<file path="config.mk">
export PLATFORM = sky130hd
export DESIGN_NAME = puf_eval_ctrl
export DESIGN_NICKNAME = d
export VERILOG_FILES = /design/src/rtl/puf_pkg.sv /design/src/rtl/puf_eval_ctrl_lfsr.sv /design/src/rtl/puf_eval_ctrl.sv
export SDC_FILE = /design/constraint.sdc
export NUM_CORES = 1
export LEC_CHECK = 0
export CAP_MARGIN = 40
export CORE_ASPECT_RATIO = 1.2
export CORE_MARGIN = 4
export CORE_UTILIZATION = 50
export DETAILED_ROUTE_END_ITERATION = 8
export GPL_TIMING_DRIVEN = 0
export PLACE_DENSITY = 0.75
export SETUP_SLACK_MARGIN = 0.4
export SLEW_MARGIN = 15
export SYNTH_ARGS = -nofsm -noshare
export SYNTH_HDL_FRONTEND = slang
export SYNTH_HIERARCHICAL = 1
export SYNTH_SLANG_ARGS = --single-unit
</file>
<file path="constraint.sdc">
create_clock -name clk -period 4.9 [get_ports clk]
set_input_delay 0.98 -clock clk [delete_from_list [all_inputs] [get_ports clk]]
set_output_delay 0.98 -clock clk [all_outputs]
set_load 0.05 [all_outputs]
</file>
<file path="src/rtl/puf_pkg.sv">
// puf_pkg: shared state encoding, LFSR taps and parameter sanity check for the PUF sequencer
package puf_pkg;
  typedef enum logic [2:0] {
    S_IDLE, S_LOAD, S_LAUNCH, S_SETTLE, S_SAMPLE, S_GAP, S_VOTE, S_DONE
  } state_t;
  function automatic logic [31:0] taps(input int w);
    return w == 8 ? 32'h0000_00B8 : w == 16 ? 32'h0000_B400 : 32'hA300_0000;
  endfunction
  function automatic bit params_ok(input int chal_w, input int num_eval, input int settle_cyc);
    return (chal_w == 8 || chal_w == 16 || chal_w == 32) && num_eval >= 1 &&
           num_eval % 2 == 1 && settle_cyc >= 1;
  endfunction
endpackage

</file>
<file path="src/rtl/puf_eval_ctrl_lfsr.sv">
// puf_lfsr: Galois right-shift LFSR with synchronous load and step
// ports: clk, rst_n (async, active low); load_i/seed_i load a seed; step_i advances; lfsr_o current word
module puf_lfsr
  import puf_pkg::*;
#(
  parameter int W = 8
) (
  input  logic         clk,
  input  logic         rst_n,
  input  logic         load_i,
  input  logic         step_i,
  input  logic [W-1:0] seed_i,
  output logic [W-1:0] lfsr_o
);
  localparam logic [W-1:0] TAPS = W'(taps(W));
  logic [W-1:0] lfsr_q, lfsr_d;
  always_comb lfsr_d = load_i ? seed_i : step_i ? (lfsr_q >> 1) ^ (lfsr_q[0] ? TAPS : '0) : lfsr_q;
  always_ff @(posedge clk or negedge rst_n)
    if (!rst_n) lfsr_q <= '0;
    else lfsr_q <= lfsr_d;
  assign lfsr_o = lfsr_q;
endmodule

</file>
<file path="src/rtl/puf_eval_ctrl.sv">
// puf_eval_ctrl: arbiter-PUF evaluation sequencer with per-bit majority voting
// ports: clk, rst_n (async, active low); ena (low aborts); start/challenge_in request a response;
//   race_launch/race_challenge drive the race core, race_bit returns its arbiter decision;
//   busy/done status, response (voted bits, LSB first), unstable_cnt (bits with disagreeing samples)
module puf_eval_ctrl
  import puf_pkg::*;
#(
  parameter int CHAL_W     = 8,
  parameter int RESP_W     = 8,
  parameter int NUM_EVAL   = 5,
  parameter int SETTLE_CYC = 4,
  parameter int GAP_CYC    = 2
) (
  input  logic                        clk,
  input  logic                        rst_n,
  input  logic                        ena,
  input  logic                        start,
  input  logic [CHAL_W-1:0]           challenge_in,
  output logic                        race_launch,
  output logic [CHAL_W-1:0]           race_challenge,
  input  logic                        race_bit,
  output logic                        busy,
  output logic                        done,
  output logic [RESP_W-1:0]           response,
  output logic [$clog2(RESP_W+1)-1:0] unstable_cnt
);
  localparam int EW = $clog2(NUM_EVAL + 1);
  localparam int UW = $clog2(RESP_W + 1);
  localparam int IW = RESP_W > 1 ? $clog2(RESP_W) : 1;
  localparam int CW = $clog2((SETTLE_CYC > GAP_CYC ? SETTLE_CYC : GAP_CYC) + 1);
  if (!params_ok(CHAL_W, NUM_EVAL, SETTLE_CYC)) begin : g_bad_params
    $error("puf_eval_ctrl: illegal CHAL_W/NUM_EVAL/SETTLE_CYC");
  end
  state_t        state_q;
  logic [CW-1:0] cyc_q;
  logic [EW-1:0] eval_q, ones_q;
  logic [IW-1:0] idx_q;
  logic          lfsr_load, lfsr_step, more;
  assign lfsr_load = state_q == S_IDLE && start && ena;
  assign lfsr_step = state_q == S_VOTE && ena;
  // eval_q counts launches of the current bit, so it equals NUM_EVAL after the last sample
  assign more      = eval_q != EW'(NUM_EVAL);
  puf_lfsr #(.W(CHAL_W)) u_lfsr (
    .clk   (clk),
    .rst_n (rst_n),
    .load_i(lfsr_load),
    .step_i(lfsr_step),
    .seed_i(challenge_in),
    .lfsr_o(race_challenge)
  );
  always_ff @(posedge clk or negedge rst_n) begin
    if (!rst_n) begin
      state_q      <= S_IDLE;
      cyc_q        <= '0;
      eval_q       <= '0;
      ones_q       <= '0;
      idx_q        <= '0;
      race_launch  <= 1'b0;
      busy         <= 1'b0;
      done         <= 1'b0;
      response     <= '0;
      unstable_cnt <= '0;
    end else if (!ena && state_q != S_IDLE) begin
      state_q      <= S_IDLE;
      race_launch  <= 1'b0;
      busy         <= 1'b0;
      done         <= 1'b0;
      response     <= '0;
      unstable_cnt <= '0;
    end else begin
      race_launch <= 1'b0;
      done        <= 1'b0;
      case (state_q)
        S_IDLE: if (start && ena) begin
          state_q      <= S_LOAD;
          busy         <= 1'b1;
          response     <= '0;
          unstable_cnt <= '0;
          idx_q        <= '0;
          ones_q       <= '0;
          eval_q       <= '0;
        end
        S_LOAD: begin
          state_q     <= S_LAUNCH;
          race_launch <= 1'b1;
        end
        S_LAUNCH: begin
          state_q <= S_SETTLE;
          eval_q  <= eval_q + EW'(1);
          cyc_q   <= CW'(1);
        end
        S_SETTLE: if (cyc_q == CW'(SETTLE_CYC)) state_q <= S_SAMPLE;
                  else cyc_q <= cyc_q + CW'(1);
        S_SAMPLE: begin
          ones_q <= ones_q + EW'(race_bit);
          cyc_q  <= CW'(1);
          if (GAP_CYC == 0) begin
            state_q     <= more ? S_LAUNCH : S_VOTE;
            race_launch <= more;
          end else state_q <= S_GAP;
        end
        S_GAP: if (cyc_q == CW'(GAP_CYC)) begin
          state_q     <= more ? S_LAUNCH : S_VOTE;
          race_launch <= more;
        end else cyc_q <= cyc_q + CW'(1);
        S_VOTE: begin
          response[idx_q] <= ones_q > EW'(NUM_EVAL / 2);
          unstable_cnt    <= unstable_cnt + UW'(ones_q != '0 && ones_q != EW'(NUM_EVAL));
          ones_q          <= '0;
          eval_q          <= '0;
          idx_q           <= idx_q + IW'(1);
          state_q         <= idx_q == IW'(RESP_W - 1) ? S_DONE : S_LAUNCH;
          race_launch     <= idx_q != IW'(RESP_W - 1);
          done            <= idx_q == IW'(RESP_W - 1);
        end
        S_DONE: begin
          state_q <= S_IDLE;
          busy    <= 1'b0;
        end
      endcase
    end
  end
endmodule
</file>
### After elaboration in Yosys (flattened, before gate mapping)

Cells that the tools add are included.

| storage, ports and cells | value |
|---|---|
| bits in registers | 38 |
| latch bits | 0 |
| RAM bits | 0 |
| ROM bits | 0 |
| input bits | 13 |
| output and inout bits | 23 |
| word-level logic and storage cells | 100 |
| memories | 0 |

| cells by class | value |
|---|---|
| add/sub/neg operators | 5 |
| multipliers | 0 |
| divide/modulo/power cells | 0 |
| order comparisons | 3 |
| equality and inequality tests | 19 |
| shift-type cells | 0 |
| multiplexer cells | 34 |
| bitwise operators | 2 |
| reduce and logical (&&, ||, !) cells | 26 |

Operators with widths:

| operator | count |
|---|---|
| 2-to-1 mux 8 bit | 5 |
| 2-to-1 mux 3 bit | 9 |
| one-hot mux 3 bit (3 select lines) | 3 |
| one-hot mux 3 bit (8 select lines) | 1 |
| nonzero test 3 bit | 7 |
| equality test 3 bit, second input constant | 6 |
| one-hot mux 8 bit (2 select lines) | 1 |
| inequality test 3 bit, second input constant | 5 |
| AND reduction 3 bit | 4 |
| adder 3 x 1 -> 3 bit, second input constant | 3 |
| equality test 3 x 2 -> 1 bit, second input constant | 3 |
| bitwise mux 8 bit | 1 |
| 2-to-1 mux 4 bit | 2 |
| one-hot mux 4 bit (2 select lines) | 1 |
| bitwise XOR 7 x 8 -> 8 bit | 1 |
| logical AND 1 bit | 7 |
| 2-to-1 mux 1 bit | 7 |
| one-hot mux 3 bit (2 select lines) | 1 |
| adder 4 x 1 -> 4 bit | 1 |
| less-than comparator 3 x 4 -> 1 bit, second input constant | 1 |
| inequality test 2 bit, second input constant | 2 |
| AND reduction 2 bit | 2 |
| AND reduction 4 bit | 1 |
| nonzero test 2 bit | 2 |
| 13 further kinds | 13 |

### Logic depth before layout (Yosys ltp)

| logic depth | value |
|---|---|
| depth after elaboration | 7 |
| depth in mapped cells | 9 |
| gate-level depth less buffers | 7 |

### By module

The synthesis kept the hierarchy.

Modules (own cells, without submodules):

| module | instances | cells each | area an instance (sq um) | seq. area each (sq um) |
|---|---|---|---|---|
| puf_eval_ctrl | 1 | 203 | 1,893.1 | 750.7 |
| puf_lfsr | 1 | 39 | 407.9 | 200.2 |

### Worst setup path before layout

Ideal clock, no wire load.

| timing | value |
|---|---|
| path kind | input-to-reg |
| start | input port ena |
| end | register u_lfsr.lfsr_q[3] (netlist: u_lfsr/lfsr_o[3]) |
| library setup time | 87 ps |
| arrival | 2,036 ps |
| required time | 4,813 ps |
| setup slack | 2,777 ps |
| cell stages on the path | 7 |
| buffers on the path | 3 |
| cell sequence | buf_2 > nand3_1 > buf_2 > inv_2 > buf_6 > or3b_1 > o211ai_1 |

| on the way | value |
|---|---|
| longest elaborated chain between the ends | 2 |
| elaborated cells between the ends (all ways) | 4 |
| those cells by class | mux (1); reduce/logical (3) |

Ends and longest elaborated chain:

| item | RTL line | text |
|---|---|---|
| start, declared | puf_eval_ctrl.sv:16 | `input logic ena,` |
| logical AND 1 bit | puf_eval_ctrl.sv:40 | `assign lfsr_step = state_q == S_VOTE && ena;` |
| named net lfsr_step | puf_eval_ctrl.sv:38 | `logic lfsr_load, lfsr_step, more;` |
| nonzero test 2 bit (no source line) | n/a |  |
| end signal, assigned | puf_eval_ctrl_lfsr.sv:20 | `else lfsr_q <= lfsr_d;` |
| end, declared | puf_eval_ctrl_lfsr.sv:16 | `logic [W-1:0] lfsr_q, lfsr_d;` |

The timed path passes the listed nets, and every way through them passes these cells.
A chain may end at the register's enable or synchronous reset.

### Worst setup path in the final report

| timing | value |
|---|---|
| start | register unstable_cnt[2] |
| end | output port unstable_cnt[2] |

RTL lines:

| item | RTL line | text |
|---|---|---|
| start, declared | puf_eval_ctrl.sv:25 | `output logic [$clog2(RESP_W+1)-1:0] unstable_cnt` |
| start signal, assigned | puf_eval_ctrl.sv:108 | `unstable_cnt <= unstable_cnt + UW'(ones_q != '0 && ones_q != EW'(NUM_EVAL));` |

No word-level cell between the ends.

==> results.md <==
- Top delay family on crit path: buffers and inverters
- Distinct cells, synth: 49
- Crit path DAT: 1500 ps
- FP Rows: 26
- Slew Limit Headroom: 66.5%
- Max cap viols: 0
- Synthesized Nets: 270
- Vias per inst: between 5 and 6
- Critical path's slowest cell: clkdlybuf4s50_1
- Dpl hpwl: between 3000 and 4000 um
- Asr flop ratio synth: 100%
- DR pass1 iterations: 4
- Yosys warns: 6
- CP bufs+invs: 1
- Pwr Total: about 1.3 mW
- Clk Latency, worst-skew pair: ~290 ps
- Critical Path Start Type: flip-flop
- Max incr delay on CP: just over 800 ps
- CTS Sinks: 38
- Worst vdd ir: approximately 0.00026 V
- DR DRC count: 0
- Routed WL per cell: 14.3 um
- Max FO, Critical Path: 4
- Commonest cells post-synth: dfrtp_1 (38), nand2_1 (24), o21ai_0 (23)
- Fin crit period: about 2500 ps
- Htree depth: 2
- Die width: between 60 and 70 um
- Top_reg_cell synth: dfrtp_1
- Top-count cell post-synth: dfrtp_1
- Measured slew at the worst slew-check pin: 501 ps
- Leak: 1.23 nW
- Hold_ws: ~500 ps
- Setup bufs post-CTS: 0
- CTS tree: built
- Antenna violations before repair: 0
- P per Cell Area: roughly 460 nW/um2
- Die span in y: 82.3 um
- Cell taking the most area after synthesis: dfrtp_1
- Register area share after synthesis: 41.3%
- N_diodes: 0
- DIE AREA: 5760 um2
- FMAX: roughly 0.4 GHz
- Crit Path Class: reg -> out
- RSZ-0062 raised after global routing: no
- Congestion Overflow GR: 0
- Number of synthesized flops with an enable pin: 0
- Vias: between 1500 and 2000
- I/O Pins: 36
- GPL Wtd Cong: roughly 0.84
- Vias in the first global route: around 1800
- Final hold viol count: 0
- Port bufs: 34
- Post-CTS Hold Buffers: 0
- WP data required: between 3000 and 4000 ps
- Ratio of cells with drive above 1 in the final layout: 9.82%
- Largest net degree at the start of global routing: 31
- Final period util: between 50% and 60%
- #FFs+latches synth: 38
- Worst setup EP type: primary output
- Gate Count Post-Synth: 242
- Status: complete, no violations
- Placed cell count: between 300 and 400
- Initial Util: 52.8%
- First-pass GRT wire length: just over 8000 um
- Top cells by area, synth: dfrtp_1 (41%), ha_1 (8.2%), o21ai_0 (5.0%)
- Cts bufs inserted: 5
- DRT antenna net count: 0
- Critical Path, Cell by Cell: clkdlybuf4s50_1
- Fin Clk Skew: roughly 4.3 ps
- Slew Limit Fails: 0
- Final setup fails: 0
- Detailed Route Iter0 Violations: just under 90
- Area of the mapped netlist: between 2000 and 2500 um2
- NumNets Final: roughly 310
- Post-synth top area share: 41.3%
- Core Area: approximately 4400 um2
- CTS max path bufs: 2
- Root buffer cell: clkbuf_8
- Hold Crit Class: reg -> reg
- Setup total negative slack: 0 ps
- Finished Layout Cells: between 300 and 400
- Clock-pin slew on the worst setup and hold paths: ~70 ps
- Mean Syn Cell Area: between 9 and 10 um2
- Global-route usage over all layers: ~18%
- Final WL: about 4900 um
- Area growth from synthesis to final layout: 22.5%
- Post-cts resize count: 0
-- cells by family after synthesis --
| family | share of synthesized area [%] |
|---|---|
| xor gates and xnor gates | 1.90 |
| muxes | 3.70 |
| AOI/OAI and AO/OA | 21.4 |
| and+or+nand+nor | 18.5 |
| buffers and inverters | 5.00 |
| DFF | 41.3 |
| adders and majority gates | 8.16 |
-- layer usage --
layer | wire (um) | vias to the layer above | GRT usage [%]
met5 | 0 | - | 0
met4 | 60 | 0 | 5.17
met3 | 196 | 6 | 3.63
met2 | 2410 | 47 | 30.5
met1 | 2210 | 899 | 22.6
li1 | - | 947 | -
-- metrics by stage --
stage | setup WS (ps) | instance area [um2] | utilization (%)
6_report | 2420 | 2820 | 64.6
3_3_place_gp | 1920 | 2710 | 62.2
5_1_grt | 2370 | 2820 | 64.6
2_1_floorplan | 2780 | 2300 | -
3_5_place_dp | 2220 | 2730 | 62.5
4_1_cts | 2400 | 2820 | 64.6
-- area by class of cell --
| class | instances | area [um2] |
|---|---|---|
| buffer | 14 | 77.6 |
| tap | 56 | 70.1 |
| fill | 390 | 1540 |
| clock buffer | 7 | 86.3 |
| clock inverter | 1 | 5.00 |
| inverter | 10 | 37.5 |
| timing repair buffer | 35 | 355 |
| multi-input combinational | 180 | 1230 |
| sequential | 38 | 951 |
-- layout by cell type, fill, tap and decap left out, drive strengths merged, types with 5 or more instances in the layout --
cell type | netlist | final
dfrtp | 38 | 38
o21ai | 37 | 37
clkdlybuf4s50 | 0 | 33
nand2 | 24 | 24
ha | 15 | 15
buf | 10 | 12
clkbuf | 4 | 11
nand2b | 10 | 10
nor2 | 10 | 10
inv | 10 | 10
a21oi | 7 | 7
mux2i | 7 | 7
nand3 | 6 | 6
a22o | 6 | 6
o21a | 5 | 5
nor3 | 5 | 5
-- state kept, by name, indices dropped and copies added, names as in the netlist --
name	cells
busy	1
cyc_q	3
done	1
eval_q	3
idx_q	3
ones_q	3
race_launch	1
response	8
state_q	3
u_lfsr/lfsr_o	8
unstable_cnt	4
-- where the power goes --
group	total, mW	switching (mW)	internal [mW]
registers	0.437	0.0559	0.381
clock network	0.223	0.110	0.114
logic	0.649	0.392	0.257
total	1.31	0.558	0.752
-- tightest hold or removal path, stage by stage (launching register included) --
cell	delay (ps)
dfrtp_1	350
o21ai_1	60
o21ai_0	50
-- path summary, 6_finish.rpt --
kind	cells after the start	slack (ps)	from	endpoint
max in group asynchronous	2	3930	rst_n	race_launch
hold reg to reg	2	500	response[6]	response[6]
hold / removal	2	500	response[6]	response[6]
setup reg to reg	9	2850	state_q[0]	u_lfsr/lfsr_o[5]
setup / recovery	1	2420	unstable_cnt[2]	unstable_cnt[2]
min in group asynchronous	1	540	rst_n	eval_q[2]
(Power assumes the default switching activity.)
==> RTL change (same settings) <==
Reset style: synchronous (`rst_n`), changed in 2 clocked blocks. Comments in the files are not updated.
--- a/src/rtl/puf_eval_ctrl_lfsr.sv
+++ b/src/rtl/puf_eval_ctrl_lfsr.sv
@@ -15,7 +15,7 @@
   localparam logic [W-1:0] TAPS = W'(taps(W));
   logic [W-1:0] lfsr_q, lfsr_d;
   always_comb lfsr_d = load_i ? seed_i : step_i ? (lfsr_q >> 1) ^ (lfsr_q[0] ? TAPS : '0) : lfsr_q;
-  always_ff @(posedge clk or negedge rst_n)
+  always_ff @(posedge clk)
     if (!rst_n) lfsr_q <= '0;
     else lfsr_q <= lfsr_d;
   assign lfsr_o = lfsr_q;
--- a/src/rtl/puf_eval_ctrl.sv
+++ b/src/rtl/puf_eval_ctrl.sv
@@ -48,7 +48,7 @@
     .seed_i(challenge_in),
     .lfsr_o(race_challenge)
   );
-  always_ff @(posedge clk or negedge rst_n) begin
+  always_ff @(posedge clk) begin
     if (!rst_n) begin
       state_q      <= S_IDLE;
       cyc_q        <= '0;
Formal check against the unedited RTL: differs if rst_n is asserted again (counterexample within 4 cycles, from zero or initial values and one cycle with rst_n low); with rst_n held inactive, the same outputs for 10 cycles.
==> RTL change against the unedited design <==
Design area shrank 6.1%. Routed wire length shrank 5.4%. Fmax shrank 6.4%. Area after synthesis shrank 6.2%. Worst setup slack lost 170 ps. Non-clock buffer count is the same. Register-to-register slack gained 30 ps. Clock skew shrank 0.59 ps. Sequential cell count is the same. Largest cell class unchanged.
Power is not compared: it rests on default switching activity, and its combinational part moved more than twofold at a synthesized area within 25%.
==> RTL change: results (changes against the unedited design) <==
- Avg Cell Area, Syn: 9.22 um2 (was 9.51 um2)
- Clock network latency to the later pin of the worst-skew pair: 290 ps (about the same)
- Total nets after synthesis: 258 (was 270)
- DP HPWL: 3410 um (was 3590 um)
- Outcome: finished, final reports clean (unchanged)
- Sequential fraction of the synthesis area: 0.352 (was 0.413)
- Top cell family by delay on the critical path: simple AND/OR/NAND/NOR gates (was buffers and inverters)
- Skew final: 3.76 ps (was 4.34 ps)
- Most frequent cells after synthesis: dfxtp_1, nor2_1, nand2_1 (was dfrtp_1, nand2_1, o21ai_0)
- Total detailed-routing wirelength: 4610 um (was 4870 um)
- Iter 0 DRT Violations: 105 (was 88)
- Share of final-layout standard cells stronger than drive strength 1: 0.113 (was 0.0982)
- Synth cell types: 52 (was 49)
- Post-cts repair resize count: 0 (unchanged)
- Root Driver: clkbuf_8 (unchanged)
- GPL Wtd Cong: 0.800 (was 0.836)
- Async set-or-reset flop fraction in the synthesized netlist: 0 (was 1.00)
- Normalized max-slew margin: 0.455 (was 0.665)
- Placed cell count: 322 (was 333)
- Cell types occupying the most area after synthesis: dfxtp_1, ha_1, mux2_4, nand2b_1, nor2b_1 (was dfrtp_1, ha_1, o21ai_0, nand2_1, mux2i_1)
- Slowest library cell on the worst path: nor3_2 (was clkdlybuf4s50_1)
- Average wire per cell in the routed design: 14.0 um (was 14.3 um)
- Crit-path max FO: 13 (was 4)
- Number of global-route vias before repair: 1646 (was 1763)
- Vias per Instance: 5.50 (was 5.57)
- CP max stage delay: 630 ps (was 820 ps)
- Fill cell count: 372 (was 390)
- Global-route wire length before repair: 7820 um (was 8220 um)
- Maximum number of pins on one net before global-route repair: 14 (was 31)
- Total global routing track utilization: 0.187 (was 0.177)
- Total Nets Final: 299 (was 312)
==> RTL change: cell count changes in the layout (fill, tap and decap cells not counted), moves of 5 or more <==
cell and change:
a22o_1 -6, a32o_1 +5, dfrtp_1 -38, dfxtp_1 +38
nand2_1 -9, nand4bb_1 +5, nor2_1 +7, nor2b_1 +8
o211a_1 +5, o211ai_1 +5, o21ai_0 -16, o21ai_1 -7
==> RTL change: final cells by class <==
| cell class | count | share of cell area |
|---|---|---|
| timing repair buffer | 34 | 0.129 |
| clock buffer | 5 | 0.0260 |
| clock inverter | 2 | 0.00378 |
| tap | 54 | 0.0255 |
| sequential | 38 | 0.288 |
| buffer | 15 | 0.0364 |
| multi-input combinational | 173 | 0.481 |
| inverter | 8 | 0.0114 |
==> RTL change: tightest hold or removal path, delay by kind of cell, from the launching register on <==
kind	cells	cell delay, ps
flops	1	320
simple gates	1	80
compound gates	1	60
==> RTL change: worst paths after layout <==
check	start	endpoint	slack, ps	cells after the start
max	start	u_lfsr/lfsr_o[3]	2250	6
min	unstable_cnt[3]	unstable_cnt[3]	500	2
max reg2reg	state_q[2]	u_lfsr/lfsr_o[3]	2880	6
min reg2reg	unstable_cnt[3]	unstable_cnt[3]	500	2
==> RTL change: report_power, final <==
part	internal, mW	leakage (nW)	switching (mW)	total (mW)
combinational	0.0442	0.687	0.0577	0.102
sequential	0.316	0.308	0.00674	0.323
clock	0.0954	0.0438	0.105	0.200
total	0.456	1.04	0.169	0.625
==> RTL change: cell families after synthesis <==
logic type | Yosys count | synth area share
AND/OR/NAND/NOR | 85 | 0.237
AO/OA/AOI/OAI | 62 | 0.212
flip-flops | 38 | 0.352
buffers and inverters | 23 | 0.0586
adder cells (fa/ha/maj) | 11 | 0.0638
multiplexers | 8 | 0.0487
XOR/XNOR | 7 | 0.0284
==> RTL change: layer usage <==
metal,routed length [um],global-route usage,vias to the layer above
li1,-,-,929
met1,2140,0.249,840
met2,2230,0.285,35
met3,183,0.0507,5
met4,53,0.0656,0
met5,0,0,-
==> RTL change: metrics by stage <==
stage / instance area, um2 / worst slack [ps] / hold WS [ps] / power, mW
2_1_floorplan: 2160 / 2700 / 485 / 0.399
3_3_place_gp: 2570 / 1970 / 481 / 0.431
5_1_grt: 2650 / 2070 / 514 / 0.655
4_1_cts: 2650 / 2240 / 498 / 0.632
6_report: 2650 / 2250 / 497 / 0.625
3_5_place_dp: 2570 / 1930 / 485 / 0.433
